File: src/rtl/cnn_pkg.sv
// rtl/cnn_pkg.sv - shared constants and helpers for the CNN datapath
package cnn_pkg;

    localparam int DATA_W_DEF = 16;

    // Minimum width of 1 so single-entry dimensions still get a real counter.
    function automatic int clog2(input int n);
        int r;
        r = 0;
        for (int i = 0; i < 31; i++) begin
            if ((1 << i) < n) r = i + 1;
        end
        return (r < 1) ? 1 : r;
    endfunction

    function automatic int tap_lo(input int j, input int w);
        return j * w;
    endfunction

endpackage

File: src/rtl/window_line_buffer_if.sv
// rtl/window_line_buffer_if.sv - pixel-in / tap-column-out bundle
interface window_line_buffer_if #(
    parameter int DATA_W = cnn_pkg::DATA_W_DEF,
    parameter int K      = 5,
    parameter int MAP_W  = 28,
    parameter int MAP_H  = 28
);
    import cnn_pkg::*;

    localparam int ROW_W = clog2(MAP_H);
    localparam int COL_W = clog2(MAP_W);

    logic [DATA_W-1:0]   d_in;
    logic                in_valid;
    logic                in_sof;
    logic [K*DATA_W-1:0] d_out;
    logic                out_valid;
    logic [ROW_W-1:0]    out_row;
    logic [COL_W-1:0]    out_col;
    logic                out_sow;
    logic                out_eof;

    modport master (
        output d_in, in_valid, in_sof,
        input  d_out, out_valid, out_row, out_col, out_sow, out_eof
    );

    modport slave (
        input  d_in, in_valid, in_sof,
        output d_out, out_valid, out_row, out_col, out_sow, out_eof
    );

endinterface

File: src/rtl/line_mem.sv
// rtl/line_mem.sv - single-port read-before-write row store, no reset
module line_mem #(
    parameter int DEPTH  = 28,
    parameter int DATA_W = 16,
    parameter int ADDR_W = 5
) (
    input  logic              clk,
    input  logic              we,
    input  logic [ADDR_W-1:0] addr,
    input  logic [DATA_W-1:0] wdata,
    output logic [DATA_W-1:0] rdata
);

    logic [DATA_W-1:0] mem [DEPTH];

    // Asynchronous read returns the pre-write word; the caller registers it.
    assign rdata = mem[addr];

    always_ff @(posedge clk) begin
        if (we) mem[addr] <= wdata;
    end

endmodule

File: src/rtl/window_line_buffer.sv
// rtl/window_line_buffer.sv - K-row line buffer emitting aligned tap columns
module window_line_buffer
    import cnn_pkg::*;
#(
    parameter int MAP_W    = 28,
    parameter int MAP_H    = 28,
    parameter int DATA_W   = DATA_W_DEF,
    parameter int K        = 5,
    parameter int COL_GATE = 1
) (
    input  logic                 clk,
    input  logic                 rst,
    window_line_buffer_if.slave  bus
);

    localparam int ROW_W = clog2(MAP_H);
    localparam int COL_W = clog2(MAP_W);

    localparam logic [ROW_W-1:0] ROW_LAST  = ROW_W'(MAP_H - 1);
    localparam logic [COL_W-1:0] COL_LAST  = COL_W'(MAP_W - 1);
    localparam logic [ROW_W-1:0] ROW_TAPS  = ROW_W'(K - 1);
    localparam logic [COL_W-1:0] COL_TAPS  = COL_W'(K - 1);
    localparam logic [COL_W-1:0] SOW_COL   = (COL_GATE != 0) ? COL_W'(K - 1) : '0;

    logic [COL_W-1:0]    col, col_eff, col_nxt;
    logic [ROW_W-1:0]    row, row_eff, row_nxt;
    logic [DATA_W-1:0]   rd [K-1];
    logic [DATA_W-1:0]   wd [K-1];
    logic [K*DATA_W-1:0] tap;
    logic                col_ok, win_ok, sow_hit, eof_hit;

    // A start-of-frame beat is position (0,0) regardless of the counters.
    assign col_eff = bus.in_sof ? '0 : col;
    assign row_eff = bus.in_sof ? '0 : row;

    generate
        for (genvar j = 0; j < K - 1; j++) begin : g_line
            if (j == K - 2) begin : g_top
                assign wd[j] = bus.d_in;
            end else begin : g_shift
                assign wd[j] = rd[j+1];
            end
            line_mem #(
                .DEPTH  (MAP_W),
                .DATA_W (DATA_W),
                .ADDR_W (COL_W)
            ) u_mem (
                .clk   (clk),
                .we    (bus.in_valid),
                .addr  (col_eff),
                .wdata (wd[j]),
                .rdata (rd[j])
            );
        end
    endgenerate

    always_comb begin
        tap = '0;
        for (int j = 0; j < K - 1; j++) begin
            tap[tap_lo(j, DATA_W) +: DATA_W] = rd[j];
        end
        tap[tap_lo(K - 1, DATA_W) +: DATA_W] = bus.d_in;
    end

    always_comb begin
        col_nxt = col_eff;
        row_nxt = row_eff;
        if (col_eff == COL_LAST) begin
            col_nxt = '0;
            row_nxt = (row_eff == ROW_LAST) ? '0 : row_eff + 1'b1;
        end else begin
            col_nxt = col_eff + 1'b1;
        end
    end

    assign col_ok  = (COL_GATE == 0) || (col_eff >= COL_TAPS);
    assign win_ok  = (row_eff >= ROW_TAPS) && col_ok;
    assign sow_hit = (row_eff == ROW_TAPS) && (col_eff == SOW_COL);
    assign eof_hit = (row_eff == ROW_LAST) && (col_eff == COL_LAST);

    always_ff @(posedge clk) begin
        if (rst) begin
            col           <= '0;
            row           <= '0;
            bus.d_out     <= '0;
            bus.out_valid <= 1'b0;
            bus.out_row   <= '0;
            bus.out_col   <= '0;
            bus.out_sow   <= 1'b0;
            bus.out_eof   <= 1'b0;
        end else begin
            bus.out_valid <= 1'b0;
            bus.out_sow   <= 1'b0;
            bus.out_eof   <= 1'b0;
            if (bus.in_valid) begin
                col           <= col_nxt;
                row           <= row_nxt;
                bus.d_out     <= tap;
                bus.out_row   <= row_eff;
                bus.out_col   <= col_eff;
                bus.out_valid <= win_ok;
                bus.out_sow   <= win_ok && sow_hit;
                bus.out_eof   <= eof_hit;
            end
        end
    end

endmodule

File: src/flat_wrapper.sv
// flat-port wrapper written by rule: the top's interface ports become plain ports
module window_line_buffer_flat import cnn_pkg::*;
#(
    parameter int MAP_W    = 28,
    parameter int MAP_H    = 28,
    parameter int DATA_W   = DATA_W_DEF,
    parameter int K        = 5,
    parameter int COL_GATE = 1
)
  (clk, rst, bus_d_in, bus_in_valid, bus_in_sof, bus_d_out, bus_out_valid, bus_out_row, bus_out_col, bus_out_sow, bus_out_eof);
  window_line_buffer_if #(.DATA_W(DATA_W), .K(K), .MAP_W(MAP_W), .MAP_H(MAP_H)) bus_i ();
  input  logic clk;
  input  logic rst;
  input wire logic [$bits(bus_i.d_in)-1:0] bus_d_in;
  input wire logic [$bits(bus_i.in_valid)-1:0] bus_in_valid;
  input wire logic [$bits(bus_i.in_sof)-1:0] bus_in_sof;
  output wire logic [$bits(bus_i.d_out)-1:0] bus_d_out;
  output wire logic [$bits(bus_i.out_valid)-1:0] bus_out_valid;
  output wire logic [$bits(bus_i.out_row)-1:0] bus_out_row;
  output wire logic [$bits(bus_i.out_col)-1:0] bus_out_col;
  output wire logic [$bits(bus_i.out_sow)-1:0] bus_out_sow;
  output wire logic [$bits(bus_i.out_eof)-1:0] bus_out_eof;
  assign bus_i.d_in = bus_d_in;
  assign bus_i.in_valid = bus_in_valid;
  assign bus_i.in_sof = bus_in_sof;
  assign bus_d_out = bus_i.d_out;
  assign bus_out_valid = bus_i.out_valid;
  assign bus_out_row = bus_i.out_row;
  assign bus_out_col = bus_i.out_col;
  assign bus_out_sow = bus_i.out_sow;
  assign bus_out_eof = bus_i.out_eof;
  window_line_buffer #(.MAP_W(MAP_W), .MAP_H(MAP_H), .DATA_W(DATA_W), .K(K), .COL_GATE(COL_GATE)) u_core (.clk(clk), .rst(rst), .bus(bus_i));
endmodule
File: config.mk
export PLATFORM = sky130hd
export DESIGN_NAME = window_line_buffer_flat
export DESIGN_NICKNAME = d
export VERILOG_FILES = /design/src/rtl/cnn_pkg.sv /design/src/rtl/window_line_buffer_if.sv /design/src/rtl/line_mem.sv /design/src/rtl/window_line_buffer.sv /design/src/flat_wrapper.sv
export SDC_FILE = /design/constraint.sdc
export NUM_CORES = 2
export LEC_CHECK = 0
export ABC_CLOCK_PERIOD_IN_PS = 14300
export CORE_MARGIN = 3
export CORE_UTILIZATION = 25
export CTS_CLUSTER_DIAMETER = 120
export DETAILED_ROUTE_END_ITERATION = 7
export GPL_TIMING_DRIVEN = 0
export SYNTH_ARGS = -nofsm -noshare
export SYNTH_HDL_FRONTEND = slang
export SYNTH_SLANG_ARGS = --single-unit
File: constraint.sdc
create_clock -name clk -period 14.3 [get_ports clk]
set_input_delay 3.575 -clock clk [delete_from_list [all_inputs] [get_ports clk]]
set_output_delay 3.575 -clock clk [all_outputs]
set_load 0.1 [all_outputs]
== After elaboration in Yosys (flattened, before gate mapping) ==
Memories as Yosys holds them, arrays and structs flattened. A register that Yosys moved wholly into a read port is not among the register bits.
Cells that the tools add are included.

* Memories kept: 4
* Word-level logic and storage cells: 33
* Output and inout bits: 93
* Register bits: 103
* Bits of input ports: 20
* Bits in writable memories: 1792

{| class="wikitable"
|+ Memories
! memory !! depth !! bits a word !! read ports !! clocked after memory_dff !! write ports !! line !! source
|-
| u_core.g_line[0].u_mem.mem || 28 || 16 || 1 || 1 || 1 || line_mem.sv:14 || <nowiki>logic [DATA_W-1:0] mem [DEPTH];</nowiki>
|-
| u_core.g_line[1].u_mem.mem || 28 || 16 || 1 || 0 || 1 || line_mem.sv:14 ||
|-
| u_core.g_line[2].u_mem.mem || 28 || 16 || 1 || 0 || 1 || line_mem.sv:14 ||
|-
| u_core.g_line[3].u_mem.mem || 28 || 16 || 1 || 0 || 1 || line_mem.sv:14 ||
|}

* Eq/ne operators: 4
* Reduce and logical (&&, ||, !) cells: 5
* Bitwise logic cells: 1
* Magnitude comparators: 2
* Add/subtract/negate cells: 2
* Mux-type cells: 7

{| class="wikitable"
|+ Operators with widths
! cell !! count
|-
| $mux 5 || 5
|-
| $add 5x1->5 const B || 2
|-
| $eq 5x3->1 const B || 2
|-
| $eq 5x5->1 const B || 2
|-
| $ge 5x3->1 const B || 2
|-
| $logic_and 1x1->1 || 4
|-
| $mux 1 || 2
|-
| $reduce_or 2->1 || 1
|-
| $not 1->1 || 1
|}

== Longest topological paths before layout ==
* Depth in word-level cells: 4
* Gate-level depth with buffers: 12
* Gate-level depth less buffers: 9

== Cells and area by module ==
Synthesis repeated with hierarchy kept, for this count alone.

* Cell total of the unflattened synthesis: 3880
* Area, all modules: 73465.5 µm²

{| class="wikitable"
|+ Modules (own cells, without submodules)
! module !! cells an instance !! seq. area each (µm²) !! area each (µm²) !! times used
|-
| line_mem || 873 || 13452.9 || 17394.2 || 4
|-
| window_line_buffer || 388 || 2062.0 || 3888.7 || 1
|}

== Worst setup path before layout ==
Ideal clock, no wire load.

* Path type: input port to flip-flop
* Start point: in bus_in_sof
* End point: mem u_core.g_line[0].u_mem.mem[15][0], enable pin
* Cell stages on the path: 5
* Library setup time: 0.647 ns
* Arrival time: 10.394 ns
* Slack: 3.260 ns
* Data required time: 13.653 ns
* Path buffers: 3
* Cell sequence: buf_6 > nand2b_1 > buf_2 > clkbuf_1 > nor4_1

* Word-level cells in the longest chain between the ends: 1

{| class="wikitable"
|+ Ends and longest elaborated chain
! what !! line !! source
|-
| start, declared || flat_wrapper.sv:16 || <nowiki>input wire logic [$bits(bus_i.in_sof)-1:0] bus_in_sof;</nowiki>
|-
| $mux 5 || window_line_buffer.sv:33 || <nowiki>assign col_eff = bus.in_sof ? '0 : col;</nowiki>
|-
| end, declared || line_mem.sv:14 ||
|}

Every way passes these cells.

== Worst setup path after layout ==
* Start point: in bus_in_sof
* End point: mem u_core.g_line[0].u_mem.mem[11][5], data pin

* Word-level cells in the longest chain between the ends: 2

{| class="wikitable"
|+ Ends and longest elaborated chain
! what !! line !! source
|-
| $mux 5 || window_line_buffer.sv:33 ||
|-
| $mem_v2 28x16 || - ||
|-
| via u_core.g_line[0].u_mem.wdata[5] || line_mem.sv:10 || <nowiki>input logic [DATA_W-1:0] wdata,</nowiki>
|}

The timed path passes the listed nets, and every way through them passes these cells.

==> key figures <==
STA
  • Normalized max-slew margin: -1.82%
  • Slew of the pin with the lowest slew margin: 1.49 ns
  • RSZ-0062 raised after global routing: false
  • Crit share post-route: approximately three fifths
  • Worst clock skew: between 0.05 and 0.06 ns
  • Fin worst setup slack: 5.73 ns
  • # setup viols final: 0
  • Post-layout min period: ~8.6 ns
  • Peak Freq: 117 MHz
  • Minimum hold slack: 0.486 ns
  • Final hold violation count: 0
  • Slew Limit Fails: 12

Setup path
  • Family with the most delay on the worst path: buffers and inverters
  • CP Class: primary input to flip-flop
  • Worst reg2reg path depth: 6
  • CP max stage delay: 1.14 ns
  • WP data required: between 10 and 15 ns
  • Setup crit start kind: primary input
  • Levels on crit path: 9
  • Worst setup EP type: flip-flop
  • Critical Path AT: 8.97 ns
  • CP Buf/Inv Count: 5
  • Crit-path slowest cell: clkbuf_1
  • Peak fanout along the critical path: 28
  • Worst-path cell chain: clkdlybuf4s50_1 > buf_6 > buf_6 > nor2b_1 > nor2b_1 > clkbuf_1 > clkbuf_1 > a31oi_1 > nand2_1

Detailed routing
  • Drt drc: 0
  • Vias: 47,700
  • Antenna Violating Nets Remaining: 0
  • Drt first-iter violations: about 7,500
  • Via/cell ratio: a little over 5
  • Average wire per standard cell: just under 30 um
  • Post-Route WL: between 200,000 and 300,000 um
  • Pre-Repair DR Iteration Count: 6

Clock network
  • CTS Buf Count: 185
  • Reg clk slew, reported paths: 0.07 ns
  • Hold_buf cts: 0
  • CTS tree: built
  • Skew-Pair Late Insertion Delay: 0.84 ns
  • Max Buffers Root-to-Sink: 3
  • Root Driver: clkbuf_16
  • Post CTS Setup Buffer Count: 0
  • H-Tree Depth: 4
  • Post-CTS Resized: 0
  • Clock sinks: 1,895

Place
  • Post-detail-place hpwl: 188,000 um
  • Placed cells: 8,828
  • Port Buffer Count: 110
  • Setup slack after placement: 5.27 ns
  • Placed Area: 0.0829 mm^2
  • Placer Congestion: 0.945

Hold path
  • Hold path cells: 2
  • Worst hold-check path type: flip-flop to flip-flop

Cells and area
  • Fill cells: 29,300
  • Fin cells: 9,188
  • Cell area after layout: between 0.08 and 0.09 mm^2
  • Share of cells above drive strength 1: 14.1%
  • Post-layout nets: between 5,000 and 6,000
  • Layout area overhead: 18.8%

Synth
  • Sequential share of the synthesized area: 74.7%
  • Ys flop type: edfxtp_1
  • Post-synth EDFFs: 1,792
  • Avg Synthesized Cell Area: around 16 um^2
  • Syn nets: 4,707
  • Warnings from Yosys: 0
  • Synth Register Bits: 1,895
  • Mapped Area: 0.0748 mm^2
  • Post-synth ARST share: 0%
  • Synth unique cells: between 60 and 70
  • Post-synthesis instance total: ~4,700

Run status
  • Outcome: finished with violations
  • Violated checks: max-capacitance violations, max-slew violations

GRT
  • Largest net degree at the start of global routing: 30
  • Tot GR Track Use: 17.0%
  • Vias in the first global route: 45,600
  • Global-route wire length before repair: approximately 370,000 um
  • GRT overflow: 0
  • Initial antenna violation count: 18

Die
  • Core region area: 0.297 mm^2
  • Die height: 553 um
  • Top Ports: 113
  • Initial Utilization: 25.2%
  • Die area: 0.306 mm^2
  • Number of placement rows: 200
  • Horiz. Die Dim: 553 um

Pwr
  • Overall power: 12,000 uW
  • Cell area power density: around 130 mW/mm^2
  • Leakage: 0.0279 uW
  • Peak supply drop: approximately 140 uV

Job
  • MaxCap Viol Count: 2
[synth_stat cells (33+ instances only)]
library cell,count,area [um^2]
a2111oi_0,36,315
a211oi_1,88,661
a21oi_1,206,1030
a221oi_1,52,455
a22oi_1,64,480
a31oi_1,56,350
a32oi_1,43,377
and2_1,68,425
and3b_1,45,394
buf_2,117,586
clkbuf_1,181,679
dfxtp_1,103,2060
edfxtp_1,1792,53800
mux2_2,108,1220
mux2i_1,248,2480
mux4_2,78,1760
nand2_1,370,1390
nand3_1,62,310
nor2_1,247,927
nor2b_1,59,369
o21ai_0,111,556
o221ai_1,60,526
o2bb2ai_1,33,289
[power by group]
part	internal, uW	total [uW]	leakage, uW	switching [uW]
clock network	2620	4760	0.00283	2130
logic	218	965	0.00807	747
registers	6200	6230	0.0170	32.4
total	9050	12000	0.0279	2910
[logic make-up after synthesis]
group,share of synthesized area [%]
DFF,74.7
and+or+nand+nor,6.63
AOI/OAI and AO/OA,9.19
muxes,7.29
buffers and inverters,2.15
adders and majority gates,0.0502
[layer usage]
layer / track usage, % / vias up / share of wire, %
met5: 0 / - / 0.015
met2: 25.9 / 3283 / 44
met4: 8.51 / 2 / 5.9
met3: 5.01 / 668 / 12
li1: - / 19300 / -
met1: 21.9 / 24400 / 38
[flip-flops by register name, indices dropped and copies added, names as in the netlist]
name                     count
u_core.bus.out_valid         1
u_core.col                   5
u_core.bus.out_eof           1
u_core.bus.out_sow           1
u_core.bus.d_out            80
u_core.row                   5
u_core.bus.out_col           5
u_core.bus.out_row           5
u_core.g_line.u_mem.mem   1792
[cell type report]
type                            count  area, um^2  area share (%)
Sequential cell                  1895       55900            62.9
Multi-Input combinational cell   2423       17600            19.8
Clock buffer                      248        5030            5.66
Tap cell                         3939        4930            5.55
Timing Repair Buffer              211        3060            3.44
Buffer                            348        1550            1.74
Clock inverter                     94         786           0.884
Inverter                           18        67.6          0.0760
Antenna cell                       12        30.0          0.0338
[stage by stage]
| step | setup TNS (ns) | util [%] |
|---|---|---|
| 3_3_place_gp | -356.31 | 27.2 |
| 5_1_grt | 0 | 29.9 |
| 3_5_place_dp | 0 | 27.9 |
| 6_report | 0 | 29.9 |
| 4_1_cts | 0 | 29.9 |
| 2_1_floorplan | 0 | - |
[placed cells by master, fill, tap and decap left out, drive strengths merged, types with 62 or more instances in the layout]
master         instances
a211oi                88
a21oi                206
a22oi                 64
and2                  68
buf                  265
clkbuf               432
clkdlybuf4s50        110
clkinv                71
dfxtp                103
edfxtp              1792
mux2                 108
mux2i                248
mux4                  78
nand2                370
nand3                 62
nor2                 247
o21ai                112
or2                   66
[path summary, 6_finish.rpt]
kind | start | to | slack (ns)
min | u_core.bus.out_row[4] | u_core.bus.out_row[4] | 0.49
min reg2reg | u_core.bus.out_row[4] | u_core.bus.out_row[4] | 0.49
max reg2reg | u_core.col[4] | u_core.g_line[0].u_mem.mem[11][5] | 8.78
max | bus_in_sof | u_core.g_line[0].u_mem.mem[11][5] | 5.73
[tightest hold or removal path: cells and delay by family, from the launching register on]
kind | cells | cell delay, ns
compound gates | 1 | 0.06
simple gates | 1 | 0.06
flops | 1 | 0.32
(Power assumes the default switching activity.)
